### config.mk
export PLATFORM = sky130hd
export DESIGN_NAME = id_ex_pipe_regs
export DESIGN_NICKNAME = d
export VERILOG_FILES = /design/src/rtl/id_ex_pipe_regs.sv
export SDC_FILE = /design/constraint.sdc
export NUM_CORES = 1
export LEC_CHECK = 0
export CORE_AREA = 3 3 218 220
export CTS_BUF_LIST = sky130_fd_sc_hd__clkbuf_16
export DETAILED_ROUTE_END_ITERATION = 8
export DIE_AREA = 0 0 221 223
export PLACE_DENSITY = 0.51
export SKIP_CTS_REPAIR_TIMING = 1
export SLEW_MARGIN = 20
export SYNTH_ARGS = -nofsm -noshare
export SYNTH_HDL_FRONTEND = slang
export SYNTH_SLANG_ARGS = --single-unit
### constraint.sdc
create_clock -name clk -period 3.8 [get_ports clk]
set_clock_uncertainty 0.2 [all_clocks]
set_input_delay 0.95 -clock clk [delete_from_list [all_inputs] [get_ports clk]]
set_output_delay 0.95 -clock clk [all_outputs]
set_load 0.02 [all_outputs]
### src/rtl/id_ex_pipe_regs.sv
// -----------------------------------------------------------------------------
// id_ex_pipe_regs
//
// Pipeline registers on the consuming end of the hazard unit's control
// interface. This block owns three register stages:
//   - the PC register (Fetch),
//   - the IF/ID register (Decode),
//   - the ID/EX register (Execute).
// It also keeps two saturating statistics counters.
//
// The register specifiers and the load indicator that the hazard unit needs
// are exported: rs1_d/rs2_d, and rs1_e/rs2_e/rd_e/result_src_e.
//
// Ports
//   clk, rst                 clock, synchronous active-high reset
//   pc_next_f                next PC (PC+4 or redirect target)
//   instr_f, pc_plus4_f      fetched instruction and its PC+4
//   stall_f                  hold the PC register
//   stall_d                  hold IF/ID and push a bubble into ID/EX
//   flush_d, flush_e         clear IF/ID, clear ID/EX
//   *_d decode controls/data captured into ID/EX
//   pc_f                     current PC
//   instr_d, pc_d,
//   pc_plus4_d, valid_d      IF/ID contents
//   rs1_d, rs2_d, rd_d       register fields of instr_d (combinational)
//   *_e                      ID/EX contents
//   stall_cnt, flush_cnt     saturating statistics counters
// -----------------------------------------------------------------------------
module id_ex_pipe_regs #(
  parameter int              XLEN     = 32,
  parameter logic [XLEN-1:0] RESET_PC = '0,
  parameter int              CNT_W    = 16
) (
  input  logic            clk,
  input  logic            rst,
  input  logic [XLEN-1:0] pc_next_f,
  input  logic [31:0]     instr_f,
  input  logic [XLEN-1:0] pc_plus4_f,
  input  logic            stall_f,
  input  logic            stall_d,
  input  logic            flush_d,
  input  logic            flush_e,
  input  logic            reg_write_d,
  input  logic            mem_write_d,
  input  logic            jump_d,
  input  logic            branch_d,
  input  logic            alu_src_d,
  input  logic [1:0]      result_src_d,
  input  logic [2:0]      alu_ctrl_d,
  input  logic [XLEN-1:0] rd1_d,
  input  logic [XLEN-1:0] rd2_d,
  input  logic [XLEN-1:0] imm_ext_d,
  output logic [XLEN-1:0] pc_f,
  output logic [31:0]     instr_d,
  output logic [XLEN-1:0] pc_d,
  output logic [XLEN-1:0] pc_plus4_d,
  output logic            valid_d,
  output logic [4:0]      rs1_d,
  output logic [4:0]      rs2_d,
  output logic [4:0]      rd_d,
  output logic            reg_write_e,
  output logic            mem_write_e,
  output logic            jump_e,
  output logic            branch_e,
  output logic            alu_src_e,
  output logic            valid_e,
  output logic [1:0]      result_src_e,
  output logic [2:0]      alu_ctrl_e,
  output logic [XLEN-1:0] rd1_e,
  output logic [XLEN-1:0] rd2_e,
  output logic [XLEN-1:0] imm_ext_e,
  output logic [XLEN-1:0] pc_e,
  output logic [XLEN-1:0] pc_plus4_e,
  output logic [4:0]      rs1_e,
  output logic [4:0]      rs2_e,
  output logic [4:0]      rd_e,
  output logic [CNT_W-1:0] stall_cnt,
  output logic [CNT_W-1:0] flush_cnt
);

  // addi x0, x0, 0 -- what an empty Decode slot holds
  localparam logic [31:0] NOP_INSTR = 32'h0000_0013;

  // ---------------------------------------------------------------------------
  // PC register
  // ---------------------------------------------------------------------------
  logic [XLEN-1:0] pc_reg;

  always_ff @(posedge clk) begin
    if (rst) begin
      pc_reg <= RESET_PC;
    end else if (!stall_f) begin
      pc_reg <= pc_next_f;
    end
  end

  assign pc_f = pc_reg;

  // ---------------------------------------------------------------------------
  // IF/ID register. A flush beats a stall, so a squashed slot cannot be
  // held with stale contents.
  // ---------------------------------------------------------------------------
  logic [31:0]     instr_d_reg;
  logic [XLEN-1:0] pc_d_reg;
  logic [XLEN-1:0] pc_plus4_d_reg;
  logic            valid_d_reg;

  always_ff @(posedge clk) begin
    if (rst || flush_d) begin
      instr_d_reg    <= NOP_INSTR;
      pc_d_reg       <= '0;
      pc_plus4_d_reg <= '0;
      valid_d_reg    <= 1'b0;
    end else if (!stall_d) begin
      instr_d_reg    <= instr_f;
      pc_d_reg       <= pc_reg;
      pc_plus4_d_reg <= pc_plus4_f;
      valid_d_reg    <= 1'b1;
    end
  end

  assign instr_d    = instr_d_reg;
  assign pc_d       = pc_d_reg;
  assign pc_plus4_d = pc_plus4_d_reg;
  assign valid_d    = valid_d_reg;

  // Register fields feed the hazard unit straight from the IF/ID register.
  assign rs1_d = instr_d_reg[19:15];
  assign rs2_d = instr_d_reg[24:20];
  assign rd_d  = instr_d_reg[11:7];

  // ---------------------------------------------------------------------------
  // ID/EX register. Never held: while Decode is stalled the instruction stays
  // in IF/ID and Execute receives a bubble instead, so the stalled
  // instruction is not issued twice. A bubble zeroes everything, which keeps
  // reg_write/mem_write/jump/branch low for the empty slot.
  // ---------------------------------------------------------------------------
  logic bubble_e;
  assign bubble_e = flush_e | stall_d;

  logic            reg_write_e_reg;
  logic            mem_write_e_reg;
  logic            jump_e_reg;
  logic            branch_e_reg;
  logic            alu_src_e_reg;
  logic            valid_e_reg;
  logic [1:0]      result_src_e_reg;
  logic [2:0]      alu_ctrl_e_reg;
  logic [XLEN-1:0] rd1_e_reg;
  logic [XLEN-1:0] rd2_e_reg;
  logic [XLEN-1:0] imm_ext_e_reg;
  logic [XLEN-1:0] pc_e_reg;
  logic [XLEN-1:0] pc_plus4_e_reg;
  logic [4:0]      rs1_e_reg;
  logic [4:0]      rs2_e_reg;
  logic [4:0]      rd_e_reg;

  always_ff @(posedge clk) begin
    if (rst || bubble_e) begin
      reg_write_e_reg  <= 1'b0;
      mem_write_e_reg  <= 1'b0;
      jump_e_reg       <= 1'b0;
      branch_e_reg     <= 1'b0;
      alu_src_e_reg    <= 1'b0;
      valid_e_reg      <= 1'b0;
      result_src_e_reg <= '0;
      alu_ctrl_e_reg   <= '0;
      rd1_e_reg        <= '0;
      rd2_e_reg        <= '0;
      imm_ext_e_reg    <= '0;
      pc_e_reg         <= '0;
      pc_plus4_e_reg   <= '0;
      rs1_e_reg        <= '0;
      rs2_e_reg        <= '0;
      rd_e_reg         <= '0;
    end else begin
      reg_write_e_reg  <= reg_write_d;
      mem_write_e_reg  <= mem_write_d;
      jump_e_reg       <= jump_d;
      branch_e_reg     <= branch_d;
      alu_src_e_reg    <= alu_src_d;
      valid_e_reg      <= valid_d_reg;
      result_src_e_reg <= result_src_d;
      alu_ctrl_e_reg   <= alu_ctrl_d;
      rd1_e_reg        <= rd1_d;
      rd2_e_reg        <= rd2_d;
      imm_ext_e_reg    <= imm_ext_d;
      pc_e_reg         <= pc_d_reg;
      pc_plus4_e_reg   <= pc_plus4_d_reg;
      rs1_e_reg        <= instr_d_reg[19:15];
      rs2_e_reg        <= instr_d_reg[24:20];
      rd_e_reg         <= instr_d_reg[11:7];
    end
  end

  assign reg_write_e  = reg_write_e_reg;
  assign mem_write_e  = mem_write_e_reg;
  assign jump_e       = jump_e_reg;
  assign branch_e     = branch_e_reg;
  assign alu_src_e    = alu_src_e_reg;
  assign valid_e      = valid_e_reg;
  assign result_src_e = result_src_e_reg;
  assign alu_ctrl_e   = alu_ctrl_e_reg;
  assign rd1_e        = rd1_e_reg;
  assign rd2_e        = rd2_e_reg;
  assign imm_ext_e    = imm_ext_e_reg;
  assign pc_e         = pc_e_reg;
  assign pc_plus4_e   = pc_plus4_e_reg;
  assign rs1_e        = rs1_e_reg;
  assign rs2_e        = rs2_e_reg;
  assign rd_e         = rd_e_reg;

  // ---------------------------------------------------------------------------
  // Statistics counters: index 0 counts stall cycles, index 1 flush cycles.
  // They stick at all-ones instead of wrapping so a long run never reports a
  // misleadingly small number.
  // ---------------------------------------------------------------------------
  logic [1:0]       cnt_inc;
  logic [CNT_W-1:0] cnt_reg [2];

  assign cnt_inc[0] = stall_d;
  assign cnt_inc[1] = flush_d | flush_e;

  generate
    for (genvar gi = 0; gi < 2; gi++) begin : g_cnt
      always_ff @(posedge clk) begin
        if (rst) begin
          cnt_reg[gi] <= '0;
        end else if (cnt_inc[gi] && (cnt_reg[gi] != {CNT_W{1'b1}})) begin
          cnt_reg[gi] <= cnt_reg[gi] + 1'b1;
        end
      end
    end
  endgenerate

  assign stall_cnt = cnt_reg[0];
  assign flush_cnt = cnt_reg[1];

endmodule

== Word-level counts from Yosys, hierarchy flattened ==
Memories as Yosys holds them, arrays and structs flattened.
Cells that the tools add are included.

* Input port bits: 208
* Register bits after elaboration: 315
* Memory bits (writable): 32
* Memories: 1

* Equal/unequal tests: 2
* Add/sub/neg operators: 2
* Multiplexer cells: 10
* Reduce and logical (&&, ||, !) cells: 4
* Bitwise logic cells: 4

{| class="wikitable"
|+ Memory list
! memory !! depth !! bits a word !! read ports !! clocked after Yosys merged registers in !! wr ports !! RTL line !! RTL
|-
| cnt_reg || 2 || 16 || 2 || 0 || 2 || 219 || <nowiki>logic [CNT_W-1:0] cnt_reg [2];</nowiki>
|}

{| class="wikitable"
|+ Operators by type and width
! operator !! count
|-
| $add A16 B1 Y16 const B || 2
|-
| $mux W16 || 2
|-
| $ne A16 B16 Y1 const B || 2
|-
| $mux W1 || 8
|-
| $or A1 B1 Y1 || 4
|-
| $logic_and A1 B1 Y1 || 2
|-
| $logic_or A1 B1 Y1 || 2
|}

== Logic depth before layout (Yosys ltp) ==
* Depth after elaboration: 6
* Mapped depth: 6

== Worst setup path after synthesis ==
No wires, ideal clock.

* Kind: in2reg
* Start: input port stall_d
* End: memory cnt_reg[0][0] (enable)
* Setup time: 0.367 ns
* Path buffers: 3
* Required time: 3.233 ns
* Data arrival time: 2.078 ns
* Stages: 4
* Slack: 1.155 ns
* Cells stage by stage: buf_2 buf_2 buf_2 a21o_1

{| class="wikitable"
|+ RTL lines
! what !! RTL line !! RTL
|-
| from (decl) || 40 || <nowiki>input logic stall_d,</nowiki>
|-
| to (decl) || 219 ||
|}

==> flow_summary_export.csv <==
group,metric,value,unit
routing,route.vias.total,8811,
placed_design,port-buffer-count,569,
clock_network,cts_sinks,347,
finish,area_growth,65.7,%
floorplan,rows,78,
timing,fmaxAchievable,341,MHz
power,p_leak,7.35,nW
floorplan,start_util,24.9,%
clock_network,ctsHtreeMaxLevel,2,
finish,drive_gt1_share,4.83,%
timing,rsz0062_at_grt,"no",
clock_network,ctsRootBufferMaster,"clkbuf_16",
setup_path,critical_path.max_stage_delay,0.71,ns
synthesis,yosysWarnings,0,
floorplan,die_h,223,µm
synthesis,yosys_most_used_dff,"dfxtp_1",
setup_path,worstSetupEndpointType,"output pin",
setup_path,crit_path_max_fanout,8,
synthesis,synth_cell_types,36,
hold_path,hold_path_class,"reg -> reg",
timing,tightest_slew,0.898,ns
global_routing,overflow,0,
global_routing,grt_pass1_vias,8753,
setup_path,crit_chain,"clkdlybuf4s50_1",
routing,viasPerCell,4.05,
global_routing,grtUsageTotal,16.2,%
timing,hold_viol_final,0,
timing,maxSlewHeadroom,40.2,%
setup_path,cp_top_family,"buffers and inverters",
routing,wl_per_cell,19.2,µm
global_routing,grt_pass1_wl,60500,µm
synthesis,synth_area,0.0113,mm²
setup_path,worstPathArrival,1.79,ns
clock_network,cts_buffers,41,
finish,final_common_cell,"clkdlybuf4s50_1",
synthesis,syn_inst,991,
clock_network,clk_latency,0.55,ns
setup_path,cp.required,2.65,ns
finish,fin_cells,2174,
global_routing,antenna_found_initial,5,
synthesis,avgSynthCellArea,11.4,µm²
synthesis,synth_edf_count,32,
setup_path,startpoint,"cnt_reg[0][4]$_SDFFCE_PN0P_",
placed_design,hpwl,31200,µm
setup_path,cp_slowest_cell,"clkdlybuf4s50_1",
timing,setup_violations,0,
routing,drt_iter0_drc,344,
placed_design,dpl.cell_count,2100,
floorplan,die_x,221,µm
timing,finalCritPeriodShare,77.3,%
synthesis,postSynthRegisterBits,347,
timing,setup_tns,0,ns
floorplan,core_area,0.0455,mm²
synthesis,syn_nets,1201,
routing,drt_wl_total,41800,µm
floorplan,ios,570,
setup_path,r2r_start,"cnt_reg[1][0]$_SDFFCE_PN0P_",
setup_path,cp-start-kind,"flop",
power,vdd_drop_max,0.000323,V
hold_path,hp-start,"pc_d[21]$_SDFFE_PP0N_",
routing,drc_errors,0,
finish,layout_common_cells,"clkdlybuf4s50_1, dfxtp_1, and2_1, nor2_1, mux2i_1",
clock_network,clk_pin_slew,0.06,ns
clock_network,cts_buffer_depth,3,
setup_path,crit_type,"reg -> out",
clock_network,cts_tree,"done",
setup_path,path_buf_inv,1,
routing,drtPass1Iterations,4,
run,cap_violations,0,
synthesis,ys_seq_area_share,64.1,%
placed_design,place_congestion,0.765,
floorplan,die_area,0.0493,mm²
outcome,outcome,"finished clean",
timing,slew_viol_final,0,
synthesis,async_flop_share,0,%
power,power-per-cell-area,450,mW/mm²
global_routing,grt_max_degree,101,
finish,fin_nets,1753,
routing,drt.antenna.violating_nets,0,
timing,post-route-min-period,2.94,ns
==> final cells by class <==
type                    count  area, µm²
multi-input cells         570       3710
repair buffers            576       5760
clock inverters            30        193
clock buffers              43       1080
inverters                   7       26.3
flip-flops and latches    347       7270
diodes                      1       2.50
well taps                 600        751
fillers                  4458      26700
==> metal layers <==
| layer | GRT usage [%] | part of all wire, % | vias up |
|---|---|---|---|
| met5 | 0 | 0.13 | - |
| met3 | 7.05 | 8.8 | 57 |
| li1 | - | - | 4314 |
| met4 | 4.30 | 2.0 | 8 |
| met1 | 18.2 | 39 | 4096 |
| met2 | 28.2 | 50 | 336 |
==> per-stage QoR <==
stage / power, mW / utilization, % / hold WS (ns) / instance area (µm²) / setup slack, ns
2_1_floorplan: 4.31 / - / 0.365 / 11300 / 1.16
3_3_place_gp: 4.83 / 38.5 / 0.259 / 17500 / 0.918
3_5_place_dp: 4.84 / 38.5 / 0.269 / 17500 / 0.881
4_1_cts: 8.62 / 41.3 / 0.282 / 18800 / 0.803
5_1_grt: 8.82 / 41.3 / 0.302 / 18800 / 0.775
6_report: 8.45 / 41.3 / 0.275 / 18800 / 0.863
==> cell usage after synthesis (3+ instances only) <==
master / n / share of area [%]
o21ai_0: 3 / 0.13
nor4_1: 3 / 0.17
or3_1: 4 / 0.22
buf_2: 16 / 0.71
a21oi_1: 3 / 0.13
xor2_1: 7 / 0.54
clkbuf_1: 33 / 1.1
dfxtp_1: 315 / 56
and2_1: 186 / 10
mux2i_1: 128 / 11
nand4_1: 8 / 0.44
edfxtp_1: 32 / 8.5
xnor2_1: 18 / 1.4
nor2_1: 161 / 5.3
nand2_1: 11 / 0.36
inv_1: 7 / 0.23
buf_4: 16 / 1.1
nand3_1: 10 / 0.44
and3_1: 3 / 0.17
nor3_1: 7 / 0.31
==> cells by family (layout without fill, tap and decap cells) <==
group / after synthesis / count (layout) / synth area share, %
fa+ha+maj: 2 / 2 / 0.221
mux: 128 / 128 / 11.3
other cells: 0 / 1 / 0
xor+xnor: 25 / 25 / 1.93
buf+inv: 74 / 656 / 3.22
simple gates: 404 / 404 / 18.6
compound gates: 11 / 11 / 0.640
flops: 347 / 347 / 64.1
==> report_power, final <==
group          internal [mW]  leakage (nW)  total [mW]  switching [mW]
logic                  0.471          3.78       0.857           0.386
clock network           2.18         0.648        3.71            1.53
registers               3.80          2.92        3.89          0.0874
total                   6.45          7.35        8.45            2.00
==> path summary, 6_finish.rpt <==
path | cells past startpoint | slack [ns] | endpoint
max | 1 | 0.86 | stall_cnt[4]
min | 1 | 0.27 | pc_e[21]$_SDFF_PP0_
max reg2reg | 5 | 1.41 | cnt_reg[1][2]$_SDFFCE_PN0P_
min reg2reg | 1 | 0.27 | pc_e[21]$_SDFF_PP0_
Power figures use the tool's default switching activity.
